`config.mk`:
```
export PLATFORM = sky130hd
export DESIGN_NAME = spi_peripheral
export DESIGN_NICKNAME = d
export VERILOG_FILES = /design/src/rtl/spi_peripheral.sv
export SDC_FILE = /design/constraint.sdc
export NUM_CORES = 1
export LEC_CHECK = 0
export ABC_AREA = 1
export CAP_MARGIN = 5
export CORE_UTILIZATION = 30
export DETAILED_ROUTE_END_ITERATION = 8
export DONT_BUFFER_PORTS = 1
export PLACE_DENSITY_LB_ADDON = 0.08
export SETUP_SLACK_MARGIN = 0.02
export SLEW_MARGIN = 20
export SYNTH_ARGS = -nofsm -noshare
export SYNTH_HDL_FRONTEND = slang
export SYNTH_SLANG_ARGS = --single-unit
```
`constraint.sdc`:
```
create_clock -name clk -period 3 [get_ports clk]
set_input_delay 0.6 -clock clk [delete_from_list [all_inputs] [get_ports clk]]
set_output_delay 0.6 -clock clk [all_outputs]
set_load 0.005 [all_outputs]
```
`src/rtl/spi_peripheral.sv`:
```
// SPI mode-0 peripheral (CPOL=0, CPHA=0, MSB first), oversampled in the clk domain.
// Optional build macro SPI_PERIPHERAL_ECHO_EN reloads an empty TX buffer with each received word.
module spi_peripheral #(
    parameter int DATA_WIDTH = 8
) (
    input  logic                  clk,
    input  logic                  rst,
    input  logic                  sclk,
    input  logic                  cs_n,
    input  logic                  mosi,
    output logic                  miso,
    input  logic                  txWrEn,
    input  logic [DATA_WIDTH-1:0] txData,
    output logic                  txEmpty,
    output logic [DATA_WIDTH-1:0] rxData,
    output logic                  rxValid,
    input  logic                  rxRdEn,
    output logic                  rxOverrun
);

    localparam int CNT_W = $clog2(DATA_WIDTH + 1);

    typedef enum logic [1:0] {StWaitCs, StIdle, StShift, StDone} state_t;

    state_t state_q, state_d;

    // [0],[1] synchronize; [2] is the history flop for edge detection.
    logic [2:0] sclk_pipe, cs_pipe;
    logic [1:0] mosi_pipe;

    logic [CNT_W-1:0]      bit_cnt_q, bit_cnt_d;
    logic [DATA_WIDTH-1:0] rx_shift_q, rx_shift_d;
    logic [DATA_WIDTH-1:0] tx_shift_q, tx_shift_d;
    logic [DATA_WIDTH-1:0] tx_buf_q, tx_buf_d;
    logic [DATA_WIDTH-1:0] rx_data_q, rx_data_d;
    logic                  tx_empty_q, tx_empty_d;
    logic                  rx_valid_q, rx_valid_d;
    logic                  rx_overrun_q, rx_overrun_d;
    logic                  load_tx;

    logic sclk_rise, sclk_fall, cs_sync, cs_fall, cs_rise, mosi_sync;

    assign sclk_rise = sclk_pipe[1] & ~sclk_pipe[2];
    assign sclk_fall = ~sclk_pipe[1] & sclk_pipe[2];
    assign cs_sync   = cs_pipe[1];
    assign cs_fall   = ~cs_pipe[1] & cs_pipe[2];
    assign cs_rise   = cs_pipe[1] & ~cs_pipe[2];
    assign mosi_sync = mosi_pipe[1];

    always_ff @(posedge clk) begin
        if (rst) begin
            state_q      <= StWaitCs;
            sclk_pipe    <= '0;
            cs_pipe      <= '0;
            mosi_pipe    <= '0;
            bit_cnt_q    <= '0;
            rx_shift_q   <= '0;
            tx_shift_q   <= '0;
            tx_buf_q     <= '0;
            rx_data_q    <= '0;
            tx_empty_q   <= 1'b1;
            rx_valid_q   <= 1'b0;
            rx_overrun_q <= 1'b0;
        end else begin
            state_q      <= state_d;
            sclk_pipe    <= {sclk_pipe[1:0], sclk};
            cs_pipe      <= {cs_pipe[1:0], cs_n};
            mosi_pipe    <= {mosi_pipe[0], mosi};
            bit_cnt_q    <= bit_cnt_d;
            rx_shift_q   <= rx_shift_d;
            tx_shift_q   <= tx_shift_d;
            tx_buf_q     <= tx_buf_d;
            rx_data_q    <= rx_data_d;
            tx_empty_q   <= tx_empty_d;
            rx_valid_q   <= rx_valid_d;
            rx_overrun_q <= rx_overrun_d;
        end
    end

    always_comb begin
        state_d      = state_q;
        bit_cnt_d    = bit_cnt_q;
        rx_shift_d   = rx_shift_q;
        tx_shift_d   = tx_shift_q;
        tx_buf_d     = tx_buf_q;
        rx_data_d    = rx_data_q;
        tx_empty_d   = tx_empty_q;
        rx_valid_d   = rx_valid_q;
        rx_overrun_d = rx_overrun_q;
        load_tx      = 1'b0;

        // A read is applied first so a same-cycle DONE write overrides it.
        if (rxRdEn) rx_valid_d = 1'b0;

        unique case (state_q)
            StWaitCs: begin
                if (cs_sync) state_d = StIdle;
            end
            StIdle: begin
                if (cs_fall) begin
                    state_d = StShift;
                    load_tx = 1'b1;
                end
            end
            StShift: begin
                if (cs_rise) begin
                    state_d = StIdle;
                end else begin
                    if (sclk_rise) begin
                        rx_shift_d = {rx_shift_q[DATA_WIDTH-2:0], mosi_sync};
                        bit_cnt_d  = bit_cnt_q + CNT_W'(1);
                        if (bit_cnt_q == CNT_W'(DATA_WIDTH - 1)) state_d = StDone;
                    end
                    // Hold the MSB until the first rising edge of the word.
                    if (sclk_fall && bit_cnt_q != '0) begin
                        tx_shift_d = {tx_shift_q[DATA_WIDTH-2:0], 1'b0};
                    end
                end
            end
            StDone: begin
                rx_data_d  = rx_shift_q;
                rx_valid_d = 1'b1;
                if (rx_valid_q && !rxRdEn) rx_overrun_d = 1'b1;
                if (!cs_sync) begin
                    state_d = StShift;
                    load_tx = 1'b1;
                end else begin
                    state_d = StIdle;
                end
            end
            default: state_d = StWaitCs;
        endcase

        if (load_tx) begin
            tx_shift_d = tx_empty_q ? '0 : tx_buf_q;
            tx_empty_d = 1'b1;
            bit_cnt_d  = '0;
        end

`ifdef SPI_PERIPHERAL_ECHO_EN
        if (state_q == StDone && tx_empty_q && !txWrEn) begin
            tx_buf_d   = rx_shift_q;
            tx_empty_d = 1'b0;
        end
`endif

        if (txWrEn) begin
            tx_buf_d   = txData;
            tx_empty_d = 1'b0;
        end
    end

    assign miso      = ((state_q == StShift) || (state_q == StDone)) && !cs_sync ?
                       tx_shift_q[DATA_WIDTH-1] : 1'b0;
    assign txEmpty   = tx_empty_q;
    assign rxData    = rx_data_q;
    assign rxValid   = rx_valid_q;
    assign rxOverrun = rx_overrun_q;

endmodule

```
# Word-level counts from Yosys, hierarchy flattened
# Cells that the tools add are included.
word_totals:
  regBits: 49
  in_bits: 15
  output_inout_bits: 12
  wordCells: 68
op_classes:
  addsub: 1
  eq_ne: 9
  muxes: 20
  n_bitwise: 9
  n_reduce_logical: 17
op_table:
  columns: ["operator", "n"]
  rows:
  - ["8-bit 2-to-1 mux", 5]
  - ["2-bit 2-to-1 mux", 6]
  - ["2-bit case mux with 4 select lines", 1]
  - ["2-bit nonzero test", 4]
  - ["1-bit 2-to-1 mux", 7]
  - ["2-bit inequality test, second input constant", 3]
  - ["3-bit inequality test, second input constant", 2]
  - ["3-bit AND reduction", 2]
  - ["1-bit inverter", 5]
  - ["4-bit by 1-bit adder with 4-bit output, second input constant", 1]
  - ["1-bit bitwise AND", 4]
  - ["2-bit == test, second input constant", 2]
  - ["4-bit by 3-bit == test with 1-bit output, second input constant", 1]
  - ["4-bit AND reduction", 1]
  - ["4-bit nonzero test", 1]
  - ["1-bit logical AND", 3]
  - ["2-bit by 1-bit == test with 1-bit output, second input constant", 1]
  - ["1-bit zero test", 2]
  - ["2-bit zero test", 1]
  - ["1-bit case mux with 2 select lines", 1]
  - ["2-bit AND reduction", 1]
  - ["2-bit OR reduction", 1]
  - ["1-bit logical OR", 1]

# Depth between registers and ports, before layout
depth:
  ltp_word: 7
  mapped_depth: 10
  ltp_nobuf: 9

# Worst setup path after synthesis
# OpenSTA, ideal clock, no wires.
synth_path:
  kind: "input to register"
  start: "input port rst"
  end: "register rx_data_q[1], in the netlist rxData[1]"
  setup_ns: 0.070
  arrival_time_ns: 1.269
  required_time_ns: 2.930
  setup_slack_ns: 1.662
  cell_stages: 5
  n_path_buf: 2
  path_cell_list: "clkbuf_1 -> inv_1 -> clkbuf_1 -> o21ai_0 -> a21oi_1"
synth_lines:
  columns: ["item", "line", "rtl"]
  rows:
  - ["start: declaration", "7", "input logic rst,"]
  - ["end signal: assignment", "73", "rx_data_q <= rx_data_d;"]
  - ["end: declaration", "35", "logic [DATA_WIDTH-1:0] rx_data_q, rx_data_d;"]

# Worst setup path after layout
layout_path:
  start: "register state_q[1]"
  end: "output port miso"
layout_between:
  elab_chain_cells: 4
layout_rtl:
  columns: ["item", "line", "rtl"]
  rows:
  - ["start: declaration", "25", "state_t state_q, state_d;"]
  - ["start signal: assignment", "52", "state_q <= StWaitCs;"]
  - ["start signal: assignment", "65", "state_q <= state_d;"]
  - ["2-bit == test", "153", "assign miso = ((state_q == StShift) || (state_q == StDone)) && !cs_sync ?"]
  - ["1-bit logical OR *", "153", null]
  - ["1-bit logical AND *", "153", null]
  - ["1-bit 2-to-1 mux *", "153", null]
  - ["end: declaration", "11", "output logic miso,"]
# Mark *: on every way between the ends. The rest lies on a longest branch, timed or not.

==> run metrics <==
DR vias/cell=4.42; Port Buffers=0; Max IR drop VDD=0.215 mV; CTS tree=yes; Sink Count=49; CP endpoint kind=primary output; largest net degree at the start of global routing=32; TNS Setup=0 ns; crit path max fanout=5; Syn. warnings=0; Slowest-stage cell, CP=dfxtp_1; Hold/Removal Path Class=input pin to register; layout cell share with drive strength beyond 1=9.27%; ys flop type=dfxtp_1; hold_buf cts=0; first-pass GRT wire length=7.07 mm; Clock Latency Late Sink=0.30 ns; DR pass1 iterations=4; Lkg Pwr=0.885 nW; critical path type=register to primary output; vias in the first global route=1468; die footprint=6910 um2; Starting Density=31.1%; # diodes=0; cells along the critical path=inv_2 > nor3_1; Placer Congestion=0.681; total CTS buffers=5; Final min period=1.65 ns; Met2 Routed Length=1.59 mm; most instantiated cells after synthesis=dfxtp_1 (49), nor2_1 (49), nand2_1 (36), inv_1 (32), o21ai_0 (28); Req. time, crit path=2.40 ns; CTS clk-pin slew, worst paths=0.09 ns; Global Route Usage Sum=12.8%; Netlist Area Pre-Place=1970 um2; Slew headroom=42.4%; via total after detailed routing=1485; max-slew violation count=0; syn_nets=277; #FFs+latches synth=49; Worst setup SP type=register; antenna viol nets, final=0; hold violation count in the final report=0; slowest stage delay, CP=0.44 ns; fmax=605 MHz; Setup Viol. Count Final=0; skew final=0.00528 ns; row count=29; post-synth top area cell=dfxtp_1; WL met1=2.18 mm; Worst-Margin Slew=0.863 ns; crit share post-route=55.1%; Total Power=1.15 mW; asr flop ratio synth=0%; Clock H-tree levels=2; grt ovf=0; CTS Root Cell=clkbuf_8; Post-Route WL=4.00 mm; post-synthesis cell type count=27; # DRC=0; fillers=669; Die Span X=83.1 um; DR WL/cell=11.9 um; status=finished, final reports clean; post-synthesis sequential area ratio=49.7%; Initial DRC Count=88; worst hold path stage count=1; met3 WL=173 um; RSZ-0062 raised after global routing=no; dpl ws=1.22 ns; Core Area=6350 um2; Ports=27; dpl cell area=2010 um2; arrival time worst endpoint=1.05 ns; syn avg cell area=7.59 um2; Die Y=83.1 um; DR top layer=met4; final non-filler cell area=2110 um2; Pwr per Cell Area=543 nW/um2; Area contributors post-synth=dfxtp_1 (50%), nor2_1 (9.3%), o21ai_0 (7.1%); detailed placement HPWL=2.70 mm; Syn Inst Count=260; Worst Reg2Reg Path Length in Cells=8; worst setup margin=1.35 ns; Total Nets Final=275; Layout area overhead=7.10%; post-synth top area share=49.7%; initial antenna violation count=0; post-CTS setup buffers=0; post_cts resized=0; maxcap violations=0; Post-synth EDFFs=0; clk buf depth=2
registers in the layout (all words and copies together) (netlist names):
signal,flops
tx_buf_q,8
rxOverrun,1
tx_shift_q,8
cs_pipe,3
bit_cnt_q,4
sclk_pipe,3
rxData,8
rx_shift_q,8
state_q,2
txEmpty,1
mosi_pipe,2
rxValid,1
placed cells by master (no fill, tap or decap), types with 2 or more instances in the layout:
cell,count
o21ai_0,28
nand4_1,2
nand2_2,7
nor2_1,49
dfxtp_1,49
inv_2,2
clkbuf_8,7
o21ai_1,3
ha_1,2
a21oi_1,19
inv_1,32
a31oi_1,2
nand2_1,36
nor3_1,3
nand2_4,3
nand3_1,6
worst paths after layout:
check / from / endpoint / slack (ns)
worst max-delay path: state_q[1] / miso / 1.35
worst min-delay path: rst / state_q[0] / 0.36
worst max register to register: state_q[0] / tx_shift_q[1] / 1.54
worst min register to register: cs_pipe[0] / cs_pipe[1] / 0.41
routing by layer:
layer  GRT usage [%]  up-vias
li1                -      813
met1            17.7      644
met2            18.9       23
met3            4.27        5
met4            4.23        0
met5               0        -
final cells by class:
type                       count  area, um2  share of cell area, %
tap                           77       96.3                   4.56
multi-input combinational    167        803                   38.0
sequential                    49        981                   46.4
inverter                      35        131                   6.22
clock inverter                 1       5.00                  0.237
clock buffer                   7       96.3                   4.56
logic make-up (layout without fill, tap and decap cells):
group	after synthesis	after routing	synth area share [%]
fa+ha+maj	2	2	1.27
simple gates	108	108	23.9
flops	49	49	49.7
xor+xnor	1	1	0.444
compound gates	56	56	15.1
buf+inv	44	43	9.57
report_power, final:
group / internal (mW) / leakage, nW / total, mW / switching (mW)
clock network: 0.209 / 0.0542 / 0.425 / 0.217
logic: 0.0143 / 0.432 / 0.0474 / 0.0331
registers: 0.665 / 0.399 / 0.674 / 0.00871
total: 0.888 / 0.885 / 1.15 / 0.259
metrics by stage:
step | hold slack (ns) | instances | util, %
floorplan | 0.388 | 260 | -
global placement | 0.402 | 328 | 31.7
detailed placement | 0.398 | 328 | 31.7
CTS | 0.350 | 336 | 33.3
global route | 0.336 | 336 | 33.3
finish | 0.359 | 336 | 33.3
critical path, delay by kind of cell (launching register included):
family	cells	cell delay, ns
and+or+nand+nor	1	0.24
buffers and inverters	1	0.08
DFF	1	0.44
No activity file was read; power rests on OpenSTA's default activity.
